[src/rtl/mul_pkg.sv]
// Shared types and width helpers for the sequential multiplier family.
package mul_pkg;

  typedef enum logic [1:0] {
    IDLE = 2'd0,
    RUN  = 2'd1,
    DONE = 2'd2
  } state_t;

  localparam int DEF_WIDTH = 32;
  localparam int DEF_PW    = 2 * DEF_WIDTH;
  localparam int DEF_CW    = $clog2(DEF_WIDTH + 1);

  // Product width for a given operand width.
  function automatic int prod_w(input int w);
    return 2 * w;
  endfunction

  // Bit-counter width able to hold 0..w.
  function automatic int cnt_w(input int w);
    return $clog2(w + 1);
  endfunction

endpackage

[src/rtl/mul_operand_cond.sv]
// Operand conditioning: magnitudes plus result sign, shared with the divider.
module mul_operand_cond #(
  parameter int WIDTH = 32
) (
  input  logic [WIDTH-1:0] a,
  input  logic [WIDTH-1:0] b,
  input  logic             signed_mode,
  output logic [WIDTH-1:0] mag_a,
  output logic [WIDTH-1:0] mag_b,
  output logic             neg
);

  // |-2^(WIDTH-1)| wraps to itself, which is the correct unsigned magnitude.
  always_comb begin
    neg   = signed_mode & (a[WIDTH-1] ^ b[WIDTH-1]);
    mag_a = (signed_mode && a[WIDTH-1]) ? (~a + 1'b1) : a;
    mag_b = (signed_mode && b[WIDTH-1]) ? (~b + 1'b1) : b;
  end

endmodule

[src/rtl/seq_mul_hs.sv]
// Shift-add multiplier, one multiplier bit per cycle, valid/ready on both sides.
module seq_mul_hs
  import mul_pkg::*;
#(
  parameter int WIDTH = DEF_WIDTH
) (
  input  logic                 clk,
  input  logic                 rst,
  input  logic                 in_valid,
  output logic                 in_ready,
  input  logic [WIDTH-1:0]     a,
  input  logic [WIDTH-1:0]     b,
  input  logic                 signed_mode,
  output logic                 out_valid,
  input  logic                 out_ready,
  output logic [2*WIDTH-1:0]   product,
  output logic                 busy
);

  localparam int PW = prod_w(WIDTH);
  localparam int CW = cnt_w(WIDTH);

  logic [WIDTH-1:0] mag_a, mag_b;
  logic             neg;

  mul_operand_cond #(.WIDTH(WIDTH)) u_cond (
    .a           (a),
    .b           (b),
    .signed_mode (signed_mode),
    .mag_a       (mag_a),
    .mag_b       (mag_b),
    .neg         (neg)
  );

  state_t           state_q, state_d;
  logic [PW-1:0]    mcand_q, mcand_d;   // mag_a pre-shifted to the current bit weight
  logic [WIDTH-1:0] mplier_q, mplier_d; // mag_b, LSB is the bit consumed this edge
  logic             neg_q, neg_d;
  logic [PW-1:0]    acc_q, acc_d;
  logic [CW-1:0]    cnt_q, cnt_d;
  logic [PW-1:0]    product_q, product_d;
  logic             out_valid_q, out_valid_d;
  logic             in_ready_q, in_ready_d;
  logic             busy_q, busy_d;
  logic [PW-1:0]    acc_sum;

  assign acc_sum = acc_q + (mplier_q[0] ? mcand_q : '0);

  always_comb begin
    state_d     = state_q;
    mcand_d     = mcand_q;
    mplier_d    = mplier_q;
    neg_d       = neg_q;
    acc_d       = acc_q;
    cnt_d       = cnt_q;
    product_d   = product_q;
    out_valid_d = out_valid_q;
    in_ready_d  = in_ready_q;
    busy_d      = busy_q;
    case (state_q)
      IDLE: begin
        if (in_valid) begin
          mcand_d    = {{WIDTH{1'b0}}, mag_a};
          mplier_d   = mag_b;
          neg_d      = neg;
          acc_d      = '0;
          cnt_d      = '0;
          in_ready_d = 1'b0;
          busy_d     = 1'b1;
          state_d    = RUN;
        end
      end
      RUN: begin
        acc_d    = acc_sum;
        mcand_d  = mcand_q << 1;
        mplier_d = mplier_q >> 1;
        cnt_d    = cnt_q + 1'b1;
        if (cnt_q == CW'(WIDTH - 1)) begin
          // -0 == 0 in two's complement, so a zero product never goes negative.
          product_d   = neg_q ? (~acc_sum + 1'b1) : acc_sum;
          out_valid_d = 1'b1;
          state_d     = DONE;
        end
      end
      DONE: begin
        if (out_ready) begin
          out_valid_d = 1'b0;
          in_ready_d  = 1'b1;
          busy_d      = 1'b0;
          state_d     = IDLE;
        end
      end
      default: begin
        out_valid_d = 1'b0;
        in_ready_d  = 1'b1;
        busy_d      = 1'b0;
        state_d     = IDLE;
      end
    endcase
  end

  always_ff @(posedge clk or posedge rst) begin
    if (rst) begin
      state_q     <= IDLE;
      mcand_q     <= '0;
      mplier_q    <= '0;
      neg_q       <= 1'b0;
      acc_q       <= '0;
      cnt_q       <= '0;
      product_q   <= '0;
      out_valid_q <= 1'b0;
      in_ready_q  <= 1'b1;
      busy_q      <= 1'b0;
    end else begin
      state_q     <= state_d;
      mcand_q     <= mcand_d;
      mplier_q    <= mplier_d;
      neg_q       <= neg_d;
      acc_q       <= acc_d;
      cnt_q       <= cnt_d;
      product_q   <= product_d;
      out_valid_q <= out_valid_d;
      in_ready_q  <= in_ready_d;
      busy_q      <= busy_d;
    end
  end

  assign in_ready  = in_ready_q;
  assign out_valid = out_valid_q;
  assign product   = product_q;
  assign busy      = busy_q;

endmodule

[config.mk]
export PLATFORM = sky130hd
export DESIGN_NAME = seq_mul_hs
export DESIGN_NICKNAME = d
export VERILOG_FILES = /design/src/rtl/mul_pkg.sv /design/src/rtl/mul_operand_cond.sv /design/src/rtl/seq_mul_hs.sv
export SDC_FILE = /design/constraint.sdc
export NUM_CORES = 1
export LEC_CHECK = 0
export ABC_AREA = 1
export BUFFER_PORTS_ARGS = -buffer_cell sky130_fd_sc_hd__buf_2
export CAP_MARGIN = 20
export CORE_AREA = 2 2 187 189
export DETAILED_ROUTE_END_ITERATION = 12
export DIE_AREA = 0 0 189 191
export GPL_ROUTABILITY_DRIVEN = 0
export PLACE_DENSITY = 0.77
export SLEW_MARGIN = 20
export SYNTH_ARGS = -nofsm -noshare
export SYNTH_HDL_FRONTEND = slang
export SYNTH_SLANG_ARGS = --single-unit
[constraint.sdc]
create_clock -name clk -period 7.63 [get_ports clk]
set_input_delay 1.526 -clock clk [delete_from_list [all_inputs] [get_ports clk]]
set_output_delay 1.526 -clock clk [all_outputs]
set_load 0.01 [all_outputs]
After elaboration in Yosys (flattened, before gate mapping)
Cells that the tools add are included.
{"block": "totals", "register_bits": 236, "input_bits": 69}
{"block": "op_classes", "n_addsub": 5, "n_eq_ne": 6, "mux": 24, "bitwise": 7, "n_reduce_logical": 10}
{"op": "$mux 64", "count": 4}
{"op": "$pmux 64 s2", "count": 2}
{"op": "$mux 32", "count": 3}
{"op": "$add 32x1->32 const B", "count": 2}
{"op": "$add 64x1->64 const B", "count": 1}
{"op": "$add 64x64->64", "count": 1}
{"op": "$not 32->32", "count": 2}
{"op": "$not 64->64", "count": 1}
{"op": "$pmux 32 s2", "count": 1}
{"op": "$pmux 6 s2", "count": 1}
{"op": "$pmux 1 s3", "count": 3}
{"op": "$reduce_and 3->1", "count": 3}
{"op": "$add 6x1->6 const B", "count": 1}
{"op": "$eq 6x5->1 const B", "count": 1}
{"op": "$mux 2", "count": 3}
{"op": "$mux 6", "count": 1}
{"op": "$ne 2x2->1 const B", "count": 3}
{"op": "$pmux 2 s3", "count": 1}
{"op": "$reduce_and 2->1", "count": 3}
{"op": "$mux 1", "count": 5}
{"op": "$eq 2x1->1 const B", "count": 1}
{"op": "$eq 2x2->1 const B", "count": 1}
{"op": "$logic_and 1x1->1", "count": 2}
{"op": "$logic_not 2->1", "count": 1}
{"op": "4 further kinds", "count": 5}

Longest topological paths before layout
Gate-level depths: netlist of run 1.
{"block": "depth", "word_depth": 5, "ltp_mapped": 28, "mapped_depth_nobuf": 26}

Modules after synthesis
Synthesis of run 1 repeated with hierarchy kept, for this count alone.
{"block": "unflattened", "cells_unflattened": 3369, "area_unflattened_um2": 20055.5}
{"mod": "seq_mul_hs", "n_inst": 1, "cells_per_inst": 2950, "area_each_um2": 18079.8, "seq_area_each_um2": 5906.9}
{"mod": "mul_operand_cond", "n_inst": 1, "cells_per_inst": 419, "area_each_um2": 1975.6, "seq_area_each_um2": 0.0}

Least setup slack after synthesis of run 1
No wires, ideal clock.
{"block": "synth_path", "path_type": "input-to-reg", "start": "in b[1]", "end": "reg mplier_q[24]", "setup_time_ns": 0.133, "arrival_time_ns": 3.230, "t_required_ns": 7.497, "slack_ns": 4.267, "path_stages": 13, "path_buffers": 0, "path_cell_list": "inv_1 -> ha_1 -> nand4_1 -> nor3_1 -> nand2_1 -> nor3_1 -> nand4_1 -> nor2_1 -> inv_1 -> o21ai_0 -> nand2_1 -> xnor2_1 -> o21ai_0"}
{"block": "synth_via", "elab_chain_cells": 5}
{"item": "start, declared", "line_no": "seq_mul_hs.sv:12", "source": "input logic [WIDTH-1:0] b,"}
{"item": "$not 32->32", "line_no": "mul_operand_cond.sv:17", "source": "mag_b = (signed_mode && b[WIDTH-1]) ? (~b + 1'b1) : b;"}
{"item": "$add 32x1->32", "line_no": "mul_operand_cond.sv:17"}
{"item": "$mux 32", "line_no": "mul_operand_cond.sv:17"}
{"item": "$mux 32", "line_no": "seq_mul_hs.sv:62", "source": "if (in_valid) begin"}
{"item": "$pmux 32 s2", "line_no": "seq_mul_hs.sv:60", "source": "case (state_q)"}
{"item": "end signal, assigned", "line_no": "seq_mul_hs.sv:117", "source": "mplier_q <= mplier_d;"}
{"item": "end, declared", "line_no": "seq_mul_hs.sv:37", "source": "logic [WIDTH-1:0] mplier_q, mplier_d;"}
Every way passes these cells. The select of a mux whose other input is x is not followed.
A chain may end at the register's enable or synchronous reset.

Worst setup path in the final report of run 1
{"block": "layout_path", "start": "reg mplier_q[0]", "end": "reg product_q[62], in the netlist product[62]"}
{"block": "layout_via", "elab_chain_cells": 5}
{"item": "$mux 64 *", "line_no": "seq_mul_hs.sv:47", "source": "assign acc_sum = acc_q + (mplier_q[0] ? mcand_q : '0);"}
{"item": "$add 64x64->64 *", "line_no": "seq_mul_hs.sv:47"}
{"item": "$not 64->64", "line_no": "seq_mul_hs.sv:80", "source": "product_d = neg_q ? (~acc_sum + 1'b1) : acc_sum;"}
{"item": "$add 64x1->64", "line_no": "seq_mul_hs.sv:80"}
{"item": "$mux 64 *", "line_no": "seq_mul_hs.sv:80"}
{"item": "end signal, assigned", "line_no": "seq_mul_hs.sv:121", "source": "product_q <= product_d;"}
{"item": "end, declared", "line_no": "seq_mul_hs.sv:41", "source": "logic [PW-1:0] product_q, product_d;"}
Every way passes the cells marked *; elsewhere a longest branch is shown, timed or not.

==> metrics, run 1 <==
final hold violations 0; H-tree Lvls 1; Final Cycle Share 0.594; hold_buf cts 0; First-pass DRT Iterations 6; count of nets after finishing roughly 3300; Slew Limit Fails 0; yosys warns 0; synth-to-layout area growth 10.5%; Post-Syn Nets ~3200; initial antenna violation count 0; Starting Density 0.554; Setup TNS 0 ns; clock sink total ~240; chip width 189 um; mean post-synth cell area around 6.2 um^2; die footprint roughly 0.036 mm^2; Ports approximately 140; largest net degree at the start of global routing 159; status finished clean; Crit path required time 8.05 ns; DRC errors left 0; post-CTS resize count 0; Main synth FF type dfrtp_1; number of placement rows 68; CTS tree yes; Worst R2R Start mplier_q[0]; Worst Clk Skew around 0.018 ns; Post-synth EDFFs 0; DR vias ~20000; Critical Path AT between 4 and 5 ns; Slew HR 0.292; most common cell after layout, fill and taps aside nand2_1; core area 0.0341 mm^2; #FFs+latches synth ~240; min Tclk post-route between 4 and 5 ns; die height 191 um; WL/cell 16.8 um; top cells by area, synth dfrtp_1 (31%), nand2_1 (22%), inv_1 (10%); leakage 11.8 nW; share of the synthesized area in the top cell type 0.311; Congestion Overflow GR 0; worst min path class reg -> reg; final cell count without fillers 3618; hpwl dp between 40000 and 50000 um; FF-to-FF setup slack just over 3 ns; power per cell area between 400 and 500 mW/mm^2; Worst Hold Path EP product[20]; clock slew at reported path FFs 0.07 ns; CP Max Fanout 65; Max-Cap Viols 0; commonest non-fill, non-tap cells in the layout nand2_1 (1100), inv_1 (516), nor2_1 (242); CTS buffer count 25; CTS root buf clkbuf_16; Crit Path Category reg -> reg; total power 0.00853 W; antenna-violating nets left 0; worst-skew pair later-pin latency between 0.5 and 0.6 ns; Filler Cells Inserted between 3000 and 4000; Max IR drop VDD 232 uV; reg2reg end product[62]; first-pass GRT wire length 96200 um; Synth cell types 47; worst reg2reg path depth 21; WHS roughly 0.47 ns; placed cells approximately 3600; Seq/Total Area, Yosys 0.313; Hold Path Depth 2; final wirelength 60600 um; Mapped Cells just over 3000; asr flop ratio synth 1.00; kind of end point of the critical path flop; vias in the first global route 18800; Max Fclk ~220 MHz; Yosys top cell by area dfrtp_1; hold_sp product[20]; layout cells sized above 1 0.0904; Mapped Area about 0.019 mm^2; Final Core Density 0.612; GRT Total Usage 0.334; RSZ-0062 raised after global routing no; Port Buffer Count 135; post-CTS setup buffer count 0; vias per cell 5.57; violation count after the first detailed-route iteration 2633; clk buf depth 3; Worst Tran Pin Value about 1.1 ns; CP Launch Type flop; final setup fails 0
[worst max path at each step]
| stage | from | end | slack, ns | cells past startpoint |
|---|---|---|---|---|
| finish | mplier_q[0] | product[62] | 3.10 | 21 |
| global route | mplier_q[0] | product[46] | 2.79 | 22 |
| CTS | mplier_q[0] | product[46] | 3.19 | 21 |
| detailed placement | out_ready | cnt_q[4] | 3.20 | 9 |
| global placement | out_ready | mcand_q[1] | 3.23 | 9 |
| floorplan | rst | acc_q[0] | 3.01 | 1 |
[cell usage after synthesis (7+ instances only)]
cell and count:
o22ai_1 34, xnor2_1 16, nor3_1 24, nor2_1 245, nand2_2 34, nand3_2 13, o21ai_0 204, buf_1 10
buf_2 8, nand4_1 34, a22oi_1 58, ha_1 67, inv_2 10, nand2_1 1100, xor2_1 60, clkbuf_1 56
a21oi_1 82, nor2_2 18, nand3_1 153, nand3b_1 7, dfrtp_1 235, inv_1 518
[cells by family after synthesis]
kind of cell             Yosys count  share of synthesized area
AO/OA/AOI/OAI                    412                      0.125
AND/OR/NAND/NOR                 1647                      0.360
buffers and inverters            606                      0.121
flip-flops                       236                      0.313
XOR/XNOR                          76                     0.0352
adder cells (fa/ha/maj)           68                     0.0455
[report_power, final]
part           leakage (nW)  switching (W)  internal (W)  total [W]
clock network         0.427       0.000526      0.000797    0.00132
logic                  8.32        0.00352       0.00150    0.00502
registers              3.07       0.000392       0.00180    0.00219
[per-layer routing]
metal  up-vias  global-route usage  wire length [um]
li1       9699                   -                 -
met1      9216               0.464             25300
met2      1060               0.516             25900
met3       162              0.0670              7150
met4         0               0.120              2250
met5         -                   0                 0
[cell type report]
class	instances	area, um^2	area share
clock inverter	10	164	0.00785
antenna	1	2.50	0.000120
tap	455	569	0.0273
multi-input combinational	2203	10700	0.513
inverter	532	2000	0.0958
sequential	236	5910	0.283
clock buffer	35	723	0.0346
timing repair buffer	146	795	0.0381
[state kept, by name, indices dropped and copies added, names as in the netlist]
register	count
mcand_q	64
out_valid	1
busy	1
state_q	2
neg_q	1
acc_q	64
cnt_q	6
mplier_q	32
product	64
in_ready	1
[worst max-delay path: stages (launching register included)]
cell	delay, ns
dfrtp_2	1.04
nand2_1	0.11
inv_1	0.09
ha_1	0.17
inv_1	0.06
fa_1	0.42
inv_1	0.08
nand3_1	0.11
nor2_1	0.28
nand2_1	0.14
nand3_2	0.16
nand3_1	0.13
nand4_1	0.12
nand2_1	0.17
nor2_1	0.32
inv_1	0.10
nor2_1	0.18
nand2_1	0.13
o21bai_4	0.28
nand3_1	0.13
nand3_1	0.10
nand2_1	0.06
[metrics by stage]
step | setup slack (ns) | cell area (um^2)
2_1_floorplan | 3.01 | 18900
3_3_place_gp | 3.23 | 20000
3_5_place_dp | 3.20 | 20000
4_1_cts | 3.19 | 20800
5_1_grt | 2.79 | 20900
6_report | 3.10 | 20900
Note: power is estimated with default switching activity, not from simulation.
==> inputs of run 2 (changes only) <==
--- a/config.mk
+++ b/config.mk
@@ -8,11 +8,11 @@
 export ABC_AREA = 1
 export BUFFER_PORTS_ARGS = -buffer_cell sky130_fd_sc_hd__buf_2
 export CAP_MARGIN = 20
-export CORE_AREA = 2 2 187 189
+export CORE_AREA = 2 2 178 180
 export DETAILED_ROUTE_END_ITERATION = 12
-export DIE_AREA = 0 0 189 191
+export DIE_AREA = 0 0 180 182
 export GPL_ROUTABILITY_DRIVEN = 0
-export PLACE_DENSITY = 0.77
+export PLACE_DENSITY = 0.81
 export SLEW_MARGIN = 20
 export SYNTH_ARGS = -nofsm -noshare
 export SYNTH_HDL_FRONTEND = slang
==> constraint.sdc (replaced) <==
create_clock -name clk -period 4.27 [get_ports clk]
set_input_delay 0.854 -clock clk [delete_from_list [all_inputs] [get_ports clk]]
set_output_delay 0.854 -clock clk [all_outputs]
set_load 0.01 [all_outputs]
==> run 2 against run 1 <==
Compared with the run above: via count is 2.6% higher; final cell count is 1.1% lower; sequential share of layout area decreased by 0.056 points; highest routed layer is now met5; critical endpoint unchanged.
==> metrics, run 2 (synthesis results as in run 1) <==
placed cell area 0.0200 mm^2 (about the same); Worst R2R Start mplier_q[0] (unchanged); CP Max Fanout 20 (was 65); Setup TNS 0 ns (unchanged); GRT Total Usage 0.372 (was 0.334); DR WL met3 8350 um (was 7150 um); count of nets after finishing 3293 (was 3281); hold_buf cts 0 (unchanged); violation count after the first detailed-route iteration 2408 (was 2633); reg2reg end product[62] (unchanged); DRC errors left 0 (unchanged); placed cells 3528 (was 3571); Starting Density 0.609 (was 0.554); Slew HR 0.284 (was 0.292); worst reg2reg path depth 22 (was 21); Final Cycle Share 0.961 (was 0.594); most common cell after layout, fill and taps aside nand2_1 (unchanged); post-CTS setup buffer count 0 (unchanged); Max Fclk 244 MHz (was 221 MHz); initial antenna violation count 1 (was 0); delay-heaviest family, CP simple AND/OR/NAND/NOR gates (unchanged); # diodes 0 (was 1); Max IR drop VDD 455 uV (was 232 uV); worst-skew pair later-pin latency 0.56 ns (was 0.55 ns); CTS root buf clkbuf_16 (unchanged); final cell count without fillers 3577 (was 3618); Buf/Inv on CP 4 (unchanged); chip width 180 um (was 189 um); Worst Clk Skew 0.0163 ns (was 0.0176 ns); Ports 136 (unchanged); final hold violations 0 (unchanged); M1 WL 24600 um (was 25300 um); final setup fails 0 (unchanged); final wirelength 62400 um (was 60600 um); layout cells sized above 1 0.0939 (was 0.0904); Crit path required time 4.75 ns (was 8.05 ns); cell mode on critical path nand2_1 (unchanged); CTS tree yes (unchanged); die footprint 0.0328 mm^2 (was 0.0361 mm^2); min Tclk post-route 4.10 ns (was 4.53 ns); post-CTS resize count 0 (unchanged); slowest stage delay, CP 0.57 ns (was 1.04 ns); DR vias 20700 (was 20100); RSZ-0062 raised after global routing no (unchanged); status finished clean (unchanged); Max-Cap Viols 0 (unchanged); kind of end point of the critical path flop (unchanged); synth-to-layout area growth 10.8% (was 10.5%); First-pass DRT Iterations 11 (was 6); Crit Path Category reg -> reg (unchanged); power per cell area 741 mW/mm^2 (was 409 mW/mm^2); Critical Path AT 4.59 ns (was 4.95 ns); FF-to-FF setup slack 0.17 ns (was 3.10 ns); leakage 11.9 nW (was 11.8 nW); hpwl dp 48900 um (was 47000 um); Slowest cell on crit path dfrtp_4 (was dfrtp_2); die height 182 um (was 191 um); Critical path origin mplier_q[0] (unchanged); Congestion Overflow GR 0 (unchanged); design area 0.0209 mm^2 (about the same); H-tree Lvls 1 (unchanged); antenna-violating nets left 0 (unchanged); CP Launch Type flop (unchanged); number of placement rows 65 (was 68); Slew Limit Fails 0 (unchanged); top sig layer met5 (was met4); commonest non-fill, non-tap cells in the layout nand2_1 (1100), inv_1 (516), nor2_1 (240) (was nand2_1 (1100), inv_1 (516), nor2_1 (242)); CTS buffer count 27 (was 25); Port Buffer Count 135 (unchanged); clock sink total 236 (unchanged); first-pass GRT wire length 98000 um (was 96200 um); Worst Tran Pin Value 1.07 ns (was 1.06 ns); core area 0.0310 mm^2 (was 0.0341 mm^2); vias in the first global route 19200 (was 18800); total power 0.0155 W (was 0.00853 W); clock slew at reported path FFs 0.06 ns (was 0.07 ns); largest net degree at the start of global routing 98 (was 159); vias per cell 5.77 (was 5.57); clk buf depth 3 (unchanged); worst min path class in -> async (was reg -> reg); WL/cell 17.4 um (was 16.8 um); wire length on met2 26200 um (was 25900 um); Cell Chain, Critical Path nand2_1, inv_1, ha_1, inv_1, fa_1, inv_1, nand3_1, nor2_1, nand2_1, nand3_2, nand3_1, nand4_1, nand2_1, nor2_2, inv_1, nor2_1, nand2_1, o21bai_4, nand2_1, nand2_1, nand3_1, nand2_1 (was nand2_1, inv_1, ha_1, inv_1, fa_1, inv_1, nand3_1, nor2_1, nand2_1, nand3_2, nand3_1, nand4_1, nand2_1, nor2_1, inv_1, nor2_1, nand2_1, o21bai_4, nand3_1, nand3_1, nand2_1)
## run 2: cell types whose count changed in the layout (fill, tap and decap cells not counted), sizes merged
cell	delta
buf	+10
clkinv	+4
clkbuf	+5
clkinvlp	-2
diode	-1
bufinv	-3
inv	-1
## run 2: layout make-up
class	instances	area, um^2
multi-input cells	2203	10700
fillers	2701	10100
flip-flops and latches	236	5910
inverters	532	2000
repair buffers	156	933
clock buffers	40	785
well taps	402	503
clock inverters	8	75.1
## run 2: routing by layer
layer	global-route usage	vias up
li1	-	9720
met1	0.504	9430
met2	0.563	1280
met3	0.0981	223
met4	0.161	2
met5	0	-
## run 2: worst max-delay path by stage
stage,to,slack (ns),depth (start not counted)
3_5_place_dp,product[54],0.26,19
4_1_cts,product[62],0.24,21
3_3_place_gp,product[54],0.31,19
2_1_floorplan,acc_q[0],0.32,1
6_report,product[62],0.17,22
5_1_grt,product[54],0.04,21
## run 2: power by group
| group | internal, W | total [W] | switching, W | leakage, nW |
|---|---|---|---|---|
| registers | 0.00322 | 0.00395 | 0.000733 | 3.07 |
| logic | 0.00277 | 0.00926 | 0.00649 | 8.39 |
| clock network | 0.00132 | 0.00229 | 0.000964 | 0.422 |
## run 2: per-stage QoR
| step | hold WS [ns] | util | worst slack (ns) |
|---|---|---|---|
| 2_1_floorplan | 0.450 | - | 0.325 |
| 3_5_place_dp | 0.461 | 0.647 | 0.263 |
| 3_3_place_gp | 0.461 | 0.647 | 0.311 |
| 6_report | 0.265 | 0.675 | 0.166 |
| 4_1_cts | 0.477 | 0.674 | 0.239 |
| 5_1_grt | 0.291 | 0.675 | 0.0398 |
